**src/rtl/imem_arbiter.sv**
```systemverilog
// ============================================================================
// imem_arbiter
// Shares one combinational instruction-memory read port between two
// valid/ready requesters using round-robin grant and registered responses.
// Revision: 1.0
// ============================================================================
`default_nettype none

module imem_arbiter #(
  parameter int AW = 8,
  parameter int DW = 32
) (
  input  logic          clk,
  input  logic          rst_n,
  input  logic          req0_valid,
  input  logic [AW-1:0] req0_addr,
  output logic          req0_ready,
  output logic          rsp0_valid,
  output logic [DW-1:0] rsp0_data,
  output logic          rsp0_err,
  input  logic          rsp0_ready,
  input  logic          req1_valid,
  input  logic [AW-1:0] req1_addr,
  output logic          req1_ready,
  output logic          rsp1_valid,
  output logic [DW-1:0] rsp1_data,
  output logic          rsp1_err,
  input  logic          rsp1_ready,
  output logic [AW-1:0] mem_addr,
  input  logic [DW-1:0] mem_rd
);

  typedef enum logic [1:0] {
    IDLE  = 2'd0,
    ISSUE = 2'd1,
    RESP  = 2'd2
  } state_t;

  state_t        state, state_nxt;
  logic          prio;
  logic          owner;
  logic          err_q;
  logic [AW-1:0] addr_q;
  logic [DW-1:0] data_q;
  logic          gnt0, gnt1;
  logic          rsp_hs;

  // A lone requester wins outright; contention is resolved by prio.
  assign gnt0 = req0_valid & (~req1_valid | ~prio);
  assign gnt1 = req1_valid & (~req0_valid |  prio);

  always_comb begin
    state_nxt  = state;
    req0_ready = 1'b0;
    req1_ready = 1'b0;
    rsp0_valid = 1'b0;
    rsp1_valid = 1'b0;
    rsp_hs     = 1'b0;
    case (state)
      IDLE: begin
        req0_ready = gnt0;
        req1_ready = gnt1;
        if (gnt0 || gnt1) state_nxt = ISSUE;
      end
      ISSUE: state_nxt = RESP;
      RESP: begin
        rsp0_valid = ~owner;
        rsp1_valid =  owner;
        rsp_hs     = owner ? rsp1_ready : rsp0_ready;
        if (rsp_hs) state_nxt = IDLE;
      end
      default: state_nxt = IDLE;
    endcase
  end

  // Non-owner response channel reads zero; the owner sees the held word.
  assign rsp0_data = rsp0_valid ? data_q : '0;
  assign rsp0_err  = rsp0_valid & err_q;
  assign rsp1_data = rsp1_valid ? data_q : '0;
  assign rsp1_err  = rsp1_valid & err_q;
  assign mem_addr  = addr_q;

  always_ff @(posedge clk or negedge rst_n) begin
    if (!rst_n) begin
      state  <= IDLE;
      prio   <= 1'b0;
      owner  <= 1'b0;
      err_q  <= 1'b0;
      addr_q <= '0;
      data_q <= '0;
    end else begin
      state <= state_nxt;
      if (state == IDLE && (gnt0 || gnt1)) begin
        addr_q <= gnt1 ? req1_addr : req0_addr;
        owner  <= gnt1;
        prio   <= ~gnt1;
        err_q  <= gnt1 ? (req1_addr[1:0] != 2'b00) : (req0_addr[1:0] != 2'b00);
      end
      if (state == ISSUE) data_q <= err_q ? '0 : mem_rd;
    end
  end

endmodule

`default_nettype wire

```
**config.mk**
```make
export PLATFORM = sky130hd
export DESIGN_NAME = imem_arbiter
export DESIGN_NICKNAME = d
export VERILOG_FILES = /design/src/rtl/imem_arbiter.sv
export SDC_FILE = /design/constraint.sdc
export NUM_CORES = 1
export LEC_CHECK = 0
export ABC_AREA = 1
export CAP_MARGIN = 20
export CORE_UTILIZATION = 35
export DETAILED_ROUTE_END_ITERATION = 16
export PLACE_DENSITY_LB_ADDON = 0.2
export SYNTH_ARGS = -nofsm -noshare
export SYNTH_HDL_FRONTEND = slang
export SYNTH_SLANG_ARGS = --single-unit
```
**constraint.sdc**
```tcl
create_clock -name clk -period 2.8 [get_ports clk]
set_input_delay 0.56 -clock clk [delete_from_list [all_inputs] [get_ports clk]]
set_output_delay 0.56 -clock clk [all_outputs]
set_load 0.05 [all_outputs]
```
# [After elaboration in Yosys (flattened, before gate mapping)]
# Cells that the tools add are included.
[op_classes] n_reduce_logical=6 bitwise=11 eq_ne=4 mux=13
[ops] operator="32-bit 2-to-1 mux" count=3
[ops] operator="8-bit 2-to-1 mux" count=1
[ops] operator="1-bit 2-to-1 mux" count=6
[ops] operator="2-bit one-hot mux with 3 select lines" count=1
[ops] operator="1-bit NOT" count=5
[ops] operator="1-bit AND" count=4
[ops] operator="2-bit 2-to-1 mux" count=2
[ops] operator="2-bit nonzero test" count=2
[ops] operator="2-bit by 1-bit equality test with 1-bit output (second input constant)" count=1
[ops] operator="2-bit equality test (second input constant)" count=1
[ops] operator="2-bit zero test" count=1
[ops] operator="2-bit by 1-bit inequality test with 1-bit output (second input constant)" count=1
[ops] operator="2-bit inequality test (second input constant)" count=1
[ops] operator="1-bit bitwise OR" count=2
[ops] operator="2-bit AND reduction" count=1
[ops] operator="1-bit logical AND" count=1
[ops] operator="1-bit logical OR" count=1
[word_totals] input_bits=54 elab_cells=40 register_bits=45

# [Longest topological paths before layout]
[logic_depth] depth_word=6 depth_mapped=7 depth_no_buf=7

# [Worst setup path before layout]
# Ideal clock, no wire load.
[synth_path] kind="register -> output" from="register owner" to="output port rsp0_data[22]" path_slack_ps=760 arrival_ps=1480 t_required_ps=2240 stages_incl_launch_ff=4 path_buffers=1 path_cell_list="dfrtp_1 nand3b_1 buf_2 nor2_1"
[synth_via] elab_chain_cells=3
[synth_lines] element="start, declared" line_no="41" text="logic owner;"
[synth_lines] element="start signal, assigned" line_no="95" text="owner <= gnt1;"
[synth_lines] element="1-bit NOT" line_no="67" text="rsp0_valid = ~owner;"
[synth_lines] element="1-bit 2-to-1 mux" line_no="59" text="case (state)"
[synth_lines] element="32-bit 2-to-1 mux" line_no="77" text="assign rsp0_data = rsp0_valid ? data_q : '0;"
[synth_lines] element="end, declared" line_no="19" text="output logic [DW-1:0] rsp0_data,"
# Every way passes these cells.

# [Final worst setup path]
[layout_path] from="input port req0_valid" to="output port req1_ready"
[layout_via] elab_chain_cells=4
[layout_lines] element="start, declared" line_no="15" text="input logic req0_valid,"
[layout_lines] element="1-bit NOT" line_no="50" text="assign gnt1 = req1_valid & (~req0_valid | prio);"
[layout_lines] element="1-bit bitwise OR" line_no="50"
[layout_lines] element="1-bit AND" line_no="50"
[layout_lines] element="1-bit 2-to-1 mux" line_no="59"
[layout_lines] element="end, declared" line_no="24" text="output logic req1_ready,"
# Every way passes these cells.

==> results <==
- The run finished with clean final reports.
- For this run, the register share of the synthesized area comes to 0.492.
- The cell sitting at the root of the clock tree is a sky130_fd_sc_hd__clkbuf_8.
- The die span in x is 82.9 um.
- In the final layout, flip-flops and latches occupy 1130 um2.
- The ratio of final minimum period to clock period is 0.832.
- The headroom to the max-slew limit is 0.668.
- The summed area of non-filler cells in the final layout is 4460 um2.
- The number of distinct library cells after synthesis is 16.
- The worst register-to-register path ends at data_q[12]$_DFFE_PN0N_.
- Averaged over all synthesized cells, the footprint is 7.27 um2.
- The total inserted antenna cells is 0.
- The number of cells on the worst reg-to-reg path is 4.
- The die boundary height is 82.9 um.
- Setup repair after global routing left no endpoint under its margin.
- The critical path data required time is 2.24 ns.
- The number of max-slew violations in the final report was 0.
- The largest driver fanout on the critical path is 10.
- Max-cap violations in this run came to 0.
- Clock-pin slew was measured on the worst setup and hold paths at 0.09 ns.
- The final number of hold-violating endpoints is 0.
- The row count is 29.
- During synthesis, Yosys emitted a total of 0 warnings.
- At the end of the flow, the number of nets in the layout was 498.
- Once placement finished, the instance area stood at 4360 um2.
- For this run, the total global-route usage over all layers was measured as 0.221.
- The final worst slack is 0.472 ns.
- Setup violations remaining at the end of the flow were counted as 0.
- The transition time at the pin with the least slew margin is 0.497 ns.
- The data arrival time of the critical path is 1.77 ns.
- The register bit count reported by yosys is 45.
- The global-route wire length before repair is 12,200 um.
- The accumulated negative setup slack is 0 ns.
- The detailed router finished its first iteration with 111 violations.
- In the final routed layout, each cell accounts on average for 13.5 um.
- Dividing the detail-routed via count by the number of cells gives 4.73.
- After clock tree synthesis, the repair step resized 0 gates.
- Fill cells in the final layout number 485.
- In the final layout, the share of cells above drive strength 1 is 0.202.
- The worst setup path is captured at a primary output.
- Wires add up to 7070 um.
- Clock latency on the worst-skew pair, taken at its later pin, is 0.29 ns.
- For this run the aggregate overflow at the end of global routing stands at 0.
- The count of buffers added on input and output ports is 131.
- After detailed routing, the number of remaining DRC violations is 0.
- The total of hold buffers inserted after clock tree synthesis is 0.
- The synthesized instance count is 315.
- The worst-case IR drop observed on VDD is 0.733 mV.
- When the netlist entered floorplanning its net count stood at 369.
- By startpoint and endpoint, the worst setup path is classified as input port to primary output.
- The critical path starts at req0_valid.
- The CTS tree is done.
- After floorplanning, the core was sized to cover 6350 um2.
- For this configuration, the core starts out at a cell density of 0.361.
- The number of levels the H-tree was split into is 2.
- For this design the top-level I/O count stands at 132.
- In this run the remaining antenna-violating nets after routing total 0.
- Post-CTS timing repair inserted 0 buffers for setup.
- STA classifies the critical path startpoint as an input port.
- The power density over the cells is 873 nW/um2.
- The area growth from synthesis to layout is 94.8%.
- The die outline area is 6870 um2.
- The worst slack at placement is 0.491 ns.
- The total power of the final layout is 3.89 mW.
- The register-to-register setup slack is 1.38 ns.
- The analysis attributes to cell leakage a power of 2.02 nW.
- The via count of the first global-routing pass was 2,429.
- The netlist area before placement is 2290 um2.
- The wire-length estimate of the detail-placed layout is 5290 um.
- The total clock buffers created by CTS is 5.
- The clock passes through at most 2 buffers.
- The initial antenna violation count is 0.
- The number of sinks handled by clock tree synthesis is 45.
- The largest net degree at the start of global routing is 46.
- The worst path in the final design needs a cycle of 2.33 ns, including I/O delays and setup.
- The hold slack is 0.119 ns.
- The length of the first detailed-routing pass in iterations is 5.
- The worst hold-check path type is input port to async pin.
- The weighted congestion reported at the end of routability-driven placement is 0.804.
- The clock arrives with 0.0106 ns of skew.
- The worst register-to-register path begins at err_q$_DFFE_PN0P_.
- In the final layout, the multi-input gates occupy 897 um2.
- The final route contains 2,468 vias.
- The fmax is 0.430 GHz.
## power breakdown
group / switching (mW) / total, mW / internal [mW] / leakage [nW]
registers: 0.103 / 1.02 / 0.919 / 0.574
logic: 1.56 / 2.49 / 0.924 / 1.41
clock network: 0.206 / 0.383 / 0.178 / 0.0395
total: 1.87 / 3.89 / 2.02 / 2.02
## metal layers
metal,up-vias,track usage,routed length [um]
met5,-,0,0
met4,0,0.0470,19
met3,2,0.0477,334
met2,90,0.383,3650
met1,1149,0.282,3060
li1,1227,-,-
## critical path, cell delays in order
cell,delay [ns]
sky130_fd_sc_hd__clkdlybuf4s50_1,0.50
sky130_fd_sc_hd__inv_1,0.08
sky130_fd_sc_hd__nand2_2,0.16
sky130_fd_sc_hd__nand2_1,0.12
sky130_fd_sc_hd__nand2_1,0.12
sky130_fd_sc_hd__inv_1,0.08
sky130_fd_sc_hd__buf_12,0.15
## how the worst max path moves through the flow
stage                         end  slack (ns)  cells after the start
floorplan           rsp0_data[22]        0.76                      3
global placement       req1_ready        0.56                      7
detailed placement     req1_ready        0.49                      7
CTS                    req1_ready        0.49                      7
global route           req1_ready        0.38                      7
finish                 req1_ready        0.47                      7
## sequential cells by signal (all words and copies together), names as in the netlist
name      flops
err_q         1
mem_addr      8
owner         1
state         2
prio          1
data_q       32
## logic make-up after synthesis
kind of cell           share of synthesized area
and+or+nand+nor                            0.319
buffers and inverters                      0.120
DFF                                        0.492
AOI/OAI and AO/OA                         0.0699
## cell usage after synthesis, drive strengths merged
cell type  count  share of area
nor2          71           0.12
nand3         52           0.11
nand2         49          0.083
dfrtp         45           0.49
inv           45          0.074
o21ai         32          0.070
buf           14          0.038
clkbuf         4         0.0066
clkinv         1         0.0016
nand3b         1         0.0033
or2            1         0.0027
## placed cells by master, fill, tap and decap left out, drive strengths merged, types with 8 or more instances in the layout
cell	n
clkdlybuf4s50	60
o21ai	32
clkbuf	8
dfrtp	45
inv	45
nand3	52
nand2	49
buf	80
nor2	71
## cell type report
cell class                 count  share of cell area
clock buffer                   8              0.0180
multi-input combinational    206               0.201
tap                           77              0.0216
sequential                    45               0.253
timing repair buffer         140               0.468
inverter                      46              0.0387
## through the flow
| step | cells | util |
|---|---|---|
| finish | 522 | 0.702 |
| detailed placement | 513 | 0.687 |
| floorplan | 315 | - |
| CTS | 521 | 0.699 |
| global route | 522 | 0.702 |
| global placement | 513 | 0.687 |
Note: power is estimated with default switching activity, not from simulation.
